<file path="src/rtl/seq_alu_pkg.sv">
// Shared op codes and controller states for the sequential ALU.
package seq_alu_pkg;

  typedef enum logic [2:0] {
    PASS_A = 3'd0,
    PASS_B = 3'd1,
    ADD    = 3'd2,
    SUB    = 3'd3,
    NOR    = 3'd4,
    MUL    = 3'd5
  } op_t;

  typedef enum logic [1:0] {
    ST_IDLE,
    ST_MUL,
    ST_HOLD
  } state_t;

endpackage

</file>
<file path="src/rtl/seq_alu_mul.sv">
// Iterative shift-add unsigned multiplier: one partial product per cycle.
module seq_alu_mul #(
  parameter int WIDTH = 4
) (
  input  logic                 clk,
  input  logic                 reset,
  input  logic                 start,
  input  logic [WIDTH-1:0]     a,
  input  logic [WIDTH-1:0]     b,
  output logic                 done,
  output logic [2*WIDTH-1:0]   product
);

  localparam int CW = $clog2(WIDTH + 1);
  localparam logic [CW-1:0] LAST = CW'(WIDTH - 1);

  logic              busy;
  logic [CW-1:0]     count;
  logic [2*WIDTH-1:0] acc;
  logic [2*WIDTH-1:0] mcand;
  logic [WIDTH-1:0]   mplier;
  logic [2*WIDTH-1:0] acc_next;

  // Next accumulator value; on the final step this is the finished product,
  // exposed combinationally so the controller registers it on that same edge.
  always_comb begin
    acc_next = acc + (mplier[0] ? mcand : '0);
  end

  assign product = acc_next;
  assign done    = busy && (count == LAST);

  // Operand latch on start, then one shift-add step per cycle for WIDTH cycles.
  always_ff @(posedge clk) begin
    if (reset) begin
      busy   <= 1'b0;
      count  <= '0;
      acc    <= '0;
      mcand  <= '0;
      mplier <= '0;
    end else if (start) begin
      busy   <= 1'b1;
      count  <= '0;
      acc    <= '0;
      mcand  <= {{WIDTH{1'b0}}, a};
      mplier <= b;
    end else if (busy) begin
      acc    <= acc_next;
      mcand  <= mcand << 1;
      mplier <= mplier >> 1;
      count  <= count + 1'b1;
      if (count == LAST) busy <= 1'b0;
    end
  end

endmodule

</file>
<file path="src/rtl/seq_alu.sv">
// Sequential ALU: single-cycle ops plus iterative multiply, valid/ready on both sides.
module seq_alu
  import seq_alu_pkg::*;
#(
  parameter int WIDTH = 4
) (
  input  logic             clk,
  input  logic             reset,
  input  logic             in_valid,
  output logic             in_ready,
  input  logic [2:0]       op,
  input  logic             not_carry_in,
  input  logic [WIDTH-1:0] a_port,
  input  logic [WIDTH-1:0] b_port,
  output logic             out_valid,
  input  logic             out_ready,
  output logic [WIDTH-1:0] data_out,
  output logic             carry_out,
  output logic             zero_out
);

  state_t             state;
  logic [WIDTH:0]     add_sum;
  logic [WIDTH:0]     sub_diff;
  logic [WIDTH-1:0]   alu_data;
  logic               alu_carry;
  logic               mul_start;
  logic               mul_done;
  logic [2*WIDTH-1:0] mul_product;

  assign in_ready  = (state == ST_IDLE) && !reset;
  assign mul_start = in_valid && in_ready && (op == MUL);
  assign zero_out  = out_valid && (data_out == '0);

  // Single-cycle result path; the SUB borrow bit is exactly the A < B flag.
  always_comb begin
    add_sum   = {1'b0, a_port} + {1'b0, b_port} + {{WIDTH{1'b0}}, ~not_carry_in};
    sub_diff  = {1'b0, a_port} - {1'b0, b_port};
    alu_data  = '0;
    alu_carry = 1'b0;
    case (op)
      PASS_A: alu_data = a_port;
      PASS_B: alu_data = b_port;
      ADD: begin
        alu_data  = add_sum[WIDTH-1:0];
        alu_carry = add_sum[WIDTH];
      end
      SUB: begin
        alu_data  = sub_diff[WIDTH-1:0];
        alu_carry = sub_diff[WIDTH];
      end
      NOR:     alu_data = ~(a_port | b_port);
      default: begin
        alu_data  = '0;
        alu_carry = 1'b0;
      end
    endcase
  end

  seq_alu_mul #(.WIDTH(WIDTH)) u_mul (
    .clk     (clk),
    .reset   (reset),
    .start   (mul_start),
    .a       (a_port),
    .b       (b_port),
    .done    (mul_done),
    .product (mul_product)
  );

  // Controller state and registered result/flags.
  always_ff @(posedge clk) begin
    if (reset) begin
      state     <= ST_IDLE;
      out_valid <= 1'b0;
      data_out  <= '0;
      carry_out <= 1'b0;
    end else begin
      case (state)
        ST_IDLE: begin
          if (in_valid) begin
            if (op == MUL) begin
              state <= ST_MUL;
            end else begin
              data_out  <= alu_data;
              carry_out <= alu_carry;
              out_valid <= 1'b1;
              state     <= ST_HOLD;
            end
          end
        end
        ST_MUL: begin
          if (mul_done) begin
            data_out  <= mul_product[WIDTH-1:0];
            carry_out <= |mul_product[2*WIDTH-1:WIDTH];
            out_valid <= 1'b1;
            state     <= ST_HOLD;
          end
        end
        ST_HOLD: begin
          if (out_ready) begin
            out_valid <= 1'b0;
            state     <= ST_IDLE;
          end
        end
        default: state <= ST_IDLE;
      endcase
    end
  end

endmodule

</file>
<file path="config.mk">
export PLATFORM = sky130hd
export DESIGN_NAME = seq_alu
export DESIGN_NICKNAME = d
export VERILOG_FILES = /design/src/rtl/seq_alu_pkg.sv /design/src/rtl/seq_alu_mul.sv /design/src/rtl/seq_alu.sv
export SDC_FILE = /design/constraint.sdc
export NUM_CORES = 1
export LEC_CHECK = 0
export ABC_AREA = 0
export CORE_MARGIN = 1
export CORE_UTILIZATION = 49
export CTS_BUF_LIST = sky130_fd_sc_hd__clkbuf_8
export CTS_CLUSTER_SIZE = 24
export DETAILED_ROUTE_END_ITERATION = 10
export PLACE_DENSITY_LB_ADDON = 0.08
export SLEW_MARGIN = 20
export SYNTH_ARGS = -nofsm -noshare
export SYNTH_HDL_FRONTEND = slang
export SYNTH_SLANG_ARGS = --single-unit
</file>
<file path="constraint.sdc">
create_clock -name clk -period 2.3 [get_ports clk]
set_input_delay 0.46 -clock clk [delete_from_list [all_inputs] [get_ports clk]]
set_output_delay 0.46 -clock clk [all_outputs]
set_load 0.01 [all_outputs]
</file>
==> reports/summary.md <==
Counting instances, the worst hold path has a depth of 2. The first-pass detailed-route iteration total is 7, and the area fraction of the dominant cell type after synthesis is 27.2%. In the post-route analysis, the smallest setup slack over all paths is 0.108 ns.

The signal arrival time at the worst endpoint was 2.42 ns; the highest cell delay on the worst timing path was 0.56 ns. Most common library cell in the layout ignoring fill and taps: sky130_fd_sc_hd__nor2_1. The total routed wirelength is 4950 um, and the average cell area after synthesis is 9.07 um2. The top cell types in the final layout, fill and taps aside, are sky130_fd_sc_hd__nor2_1, sky130_fd_sc_hd__dfxtp_1, sky130_fd_sc_hd__buf_4. TritonCTS built the clock tree. Input and output buffers added on the ports amount to 23. The worst register-to-register path has a setup slack of 0.13 ns.

The largest net degree at the start of global routing was 30. Headroom to the max-slew limit came out at 70.6%. Using the TritonRoute via totals, the vias-per-cell ratio works out to 5.36.

Register clock-pin slew on the reported worst setup and hold paths: 0.07 ns. Along the worst path, the maximum fanout reaches 3. In this run, placement finished with an instance count of 347. The vertical extent of the die is 71.4 um, and the post-synthesis sequential area ratio is 27.2%.

The worst hold path terminates at u_mul.acc[6]. The logs give 0 for the final number of hold-violating endpoints and 0.456 GHz for the timing-limited maximum frequency. The first routing iteration left 134 violations. At the later pin of the worst-skew pair, clock insertion delay measures 0.29 ns.

Class of the most critical hold timing path: reg2reg. The die covers 0.00509 mm2. Counting along the longest clock path gives a buffer depth of 2. The time the final worst path needs with I/O delays and setup works out to 2.19 ns. The worst register-to-register path begins at u_mul.mplier[0].

The slowest stage of the critical path belongs to the cell sky130_fd_sc_hd__fa_2. For this run the aggregate overflow at the end of global routing stands at 0. The flow ran to the end, but the final reports show violations.

For the utilization after layout, the log shows 65.0%. Setup repair after global routing could not meet its margin everywhere. The initial utilization of the core area, before any placement, comes to 52.7%. Setup violations remaining at the end of the flow were counted as 0. The number of cells on the worst reg-to-reg path is 9. Dividing the detail-routed wire length by the instance count gives 13.9 um. The logs give 1879 for the number of global-route vias before repair and 32 for the clock sink count. The CTS H-tree depth was 2.

The number of synthesized register bits works out to 32. Traced cell by cell, the critical path runs through clkdlybuf4s15_1 -> fa_2 -> fa_2 -> mux2i_1 -> nor2_1 -> a211oi_2 -> o32ai_2 -> mux2i_1 -> nor2_1. The number of synthesized flops with an enable pin works out to 0. CTS placed an instance of sky130_fd_sc_hd__clkbuf_8 at the clock tree root. The final cycle utilization of the critical path is 95.3%.

In the global route stage, overall resource usage came out at 21.5%. After the last flow step, the layout net total stands at 343. In the final layout, the share of cells above drive strength 1 is 22.0%. The startpoint identified for the worst hold timing path is u_mul.acc[6].

The number of nets with antenna violations after routing came out at 0. In this design, the largest share of critical-path delay is due to adder cells. Row generation in the floorplan step produced 24 rows. For the static leakage, the log shows 0.00122 uW.

For the synthesized netlist cell count, the log shows 260. The mapped netlist covers 0.00236 mm2. TritonCTS created 5 clock buffers. The area growth from synthesis to layout is 23.3%. After detailed routing, the number of remaining DRC violations is 2.

For the pin with the worst max-slew slack, the measured transition is 0.439 ns. VDD sags by at most 0.516 mV. The detailed-placement wirelength estimate is 3820 um, and the max-cap check violation count is 0. The setup TNS is 0 ns, and the fraction of registers with async set/reset is 0%.

Clock skew on the completed layout was measured at 0.00556 ns. Yosys attributes the largest share of cell area to sky130_fd_sc_hd__dfxtp_1, sky130_fd_sc_hd__ha_1, sky130_fd_sc_hd__mux2i_1. Dominant register cell in the synthesized netlist: sky130_fd_sc_hd__dfxtp_1.

The run gives 2.52 ns as the required arrival time at the worst endpoint. Cell taking the most area after synthesis: sky130_fd_sc_hd__dfxtp_1. The tools report the count of pins over their slew limit as 0. The checks that failed: DRC. The core box area was 0.00447 mm2; the horizontal die dimension was 71.4 um. The logs give 300 for the synthesized net count and 0 for the count of synthesis-stage warnings from yosys. Leaving out filler cells and counting taps, the final layout contains 356. Endpoint of the worst register-to-register path: carry_out.

The count of antenna diodes in the layout is 0, and the via count is 1907. The critical path is of the in2reg type. The count of hold buffers inserted by post-cts repair came out at 0.

Timing analysis after detailed placement gives a worst setup slack of -0.439 ns. Endpoint kind of the worst setup timing path: a flip-flop. The tools report the startpoint kind of the worst setup timing path as a primary input.

Global placement routability congestion: 0.857. Number of primary I/O pins: 24. The number of antenna violations at the first check in global routing is 0.

The first global-routing pass estimated 8580 um of wire. The sum of buffers and inverters on the critical path came out at 1. The netlist uses 52 different library cells. Dividing total power by cell area gives a power density of 496 mW/mm2. For the number of inserted filler cells in the final layout, the log shows 411.
-- cells by family after synthesis --
family                   Yosys count  share of synthesized area [%]
XOR/XNOR                          11                           4.08
adder cells (fa/ha/maj)           24                           14.0
buffers and inverters             32                           8.59
AO/OA/AOI/OAI                     56                           17.9
multiplexers                      23                           10.3
AND/OR/NAND/NOR                   82                           17.9
flip-flops                        32                           27.2
-- layout make-up --
class / instances / area, um2 / area share [%]
tap: 52 / 65.1 / 2.24
inverter: 16 / 60.1 / 2.06
multi-input combinational: 196 / 1560 / 53.6
clock inverter: 3 / 42.5 / 1.46
timing repair buffer: 52 / 468 / 16.1
clock buffer: 5 / 68.8 / 2.37
sequential: 32 / 644 / 22.2
-- cells in the mapped netlist (4+ instances only) --
library cell and n:
sky130_fd_sc_hd__a211oi_1 10, sky130_fd_sc_hd__a211oi_2 4, sky130_fd_sc_hd__a21o_1 5, sky130_fd_sc_hd__a21oi_1 14, sky130_fd_sc_hd__and2_1 6, sky130_fd_sc_hd__buf_2 4
sky130_fd_sc_hd__buf_6 5, sky130_fd_sc_hd__dfxtp_1 32, sky130_fd_sc_hd__fa_1 4, sky130_fd_sc_hd__ha_1 20, sky130_fd_sc_hd__inv_1 16, sky130_fd_sc_hd__mux2i_1 21
sky130_fd_sc_hd__nand2_1 7, sky130_fd_sc_hd__nand2b_1 6, sky130_fd_sc_hd__nor2_1 42, sky130_fd_sc_hd__o21ai_0 6, sky130_fd_sc_hd__xnor2_1 6, sky130_fd_sc_hd__xor2_1 5
-- flip-flops by register name, summed over array words and instances, names as in the netlist --
name	flops
state	2
u_mul.mplier	4
u_mul.mcand	8
u_mul.acc	8
u_mul.busy	1
out_valid	1
data_out	4
carry_out	1
u_mul.count	3
-- tightest hold or removal path: cells and delay by family (launching register included) --
family          cells  cell delay [ns]
flops               1             0.32
simple gates        1             0.07
compound gates      1             0.05
-- where the power goes --
| group | total [uW] | internal [uW] | switching, uW |
|---|---|---|---|
| clock | 543 | 320 | 223 |
| combinational | 309 | 161 | 147 |
| sequential | 592 | 574 | 17.8 |
-- per-stage QoR --
stage          total power [uW]  area (um2)  hold WS (ns)
2_1_floorplan               786        2360         0.446
3_3_place_gp                895        2730         0.458
3_5_place_dp                899        2730         0.463
4_1_cts                    1450        2860         0.475
5_1_grt                    1520        2910         0.505
6_report                   1440        2910         0.473
-- routing by layer --
metal	part of all wire [%]	GRT usage (%)
met3	4.2	4.22
met1	51	30.2
met2	43	34.1
met4	0.89	5.33
met5	0	0
-- worst max path at each step --
stage | from | endpoint | slack (ns) | cells past startpoint
6_report | a_port[0] | data_out[1] | 0.11 | 9
5_1_grt | u_mul.mplier[0] | carry_out | -0.02 | 9
4_1_cts | not_carry_in | data_out[2] | 0.02 | 10
3_5_place_dp | a_port[0] | data_out[2] | -0.44 | 9
3_3_place_gp | a_port[0] | data_out[2] | -0.37 | 9
2_1_floorplan | u_mul.mplier[0] | carry_out | 0.14 | 10
-- timing repair --
item / CTS / global route
setup buffers: 0 / 1
endpoints found under the setup margin: 4 / 5
pin swaps: 1 / 8
gates resized for setup: 7 / 13
hold endpoints to repair: 0 / 0
No activity file was read; power rests on OpenSTA's default activity.
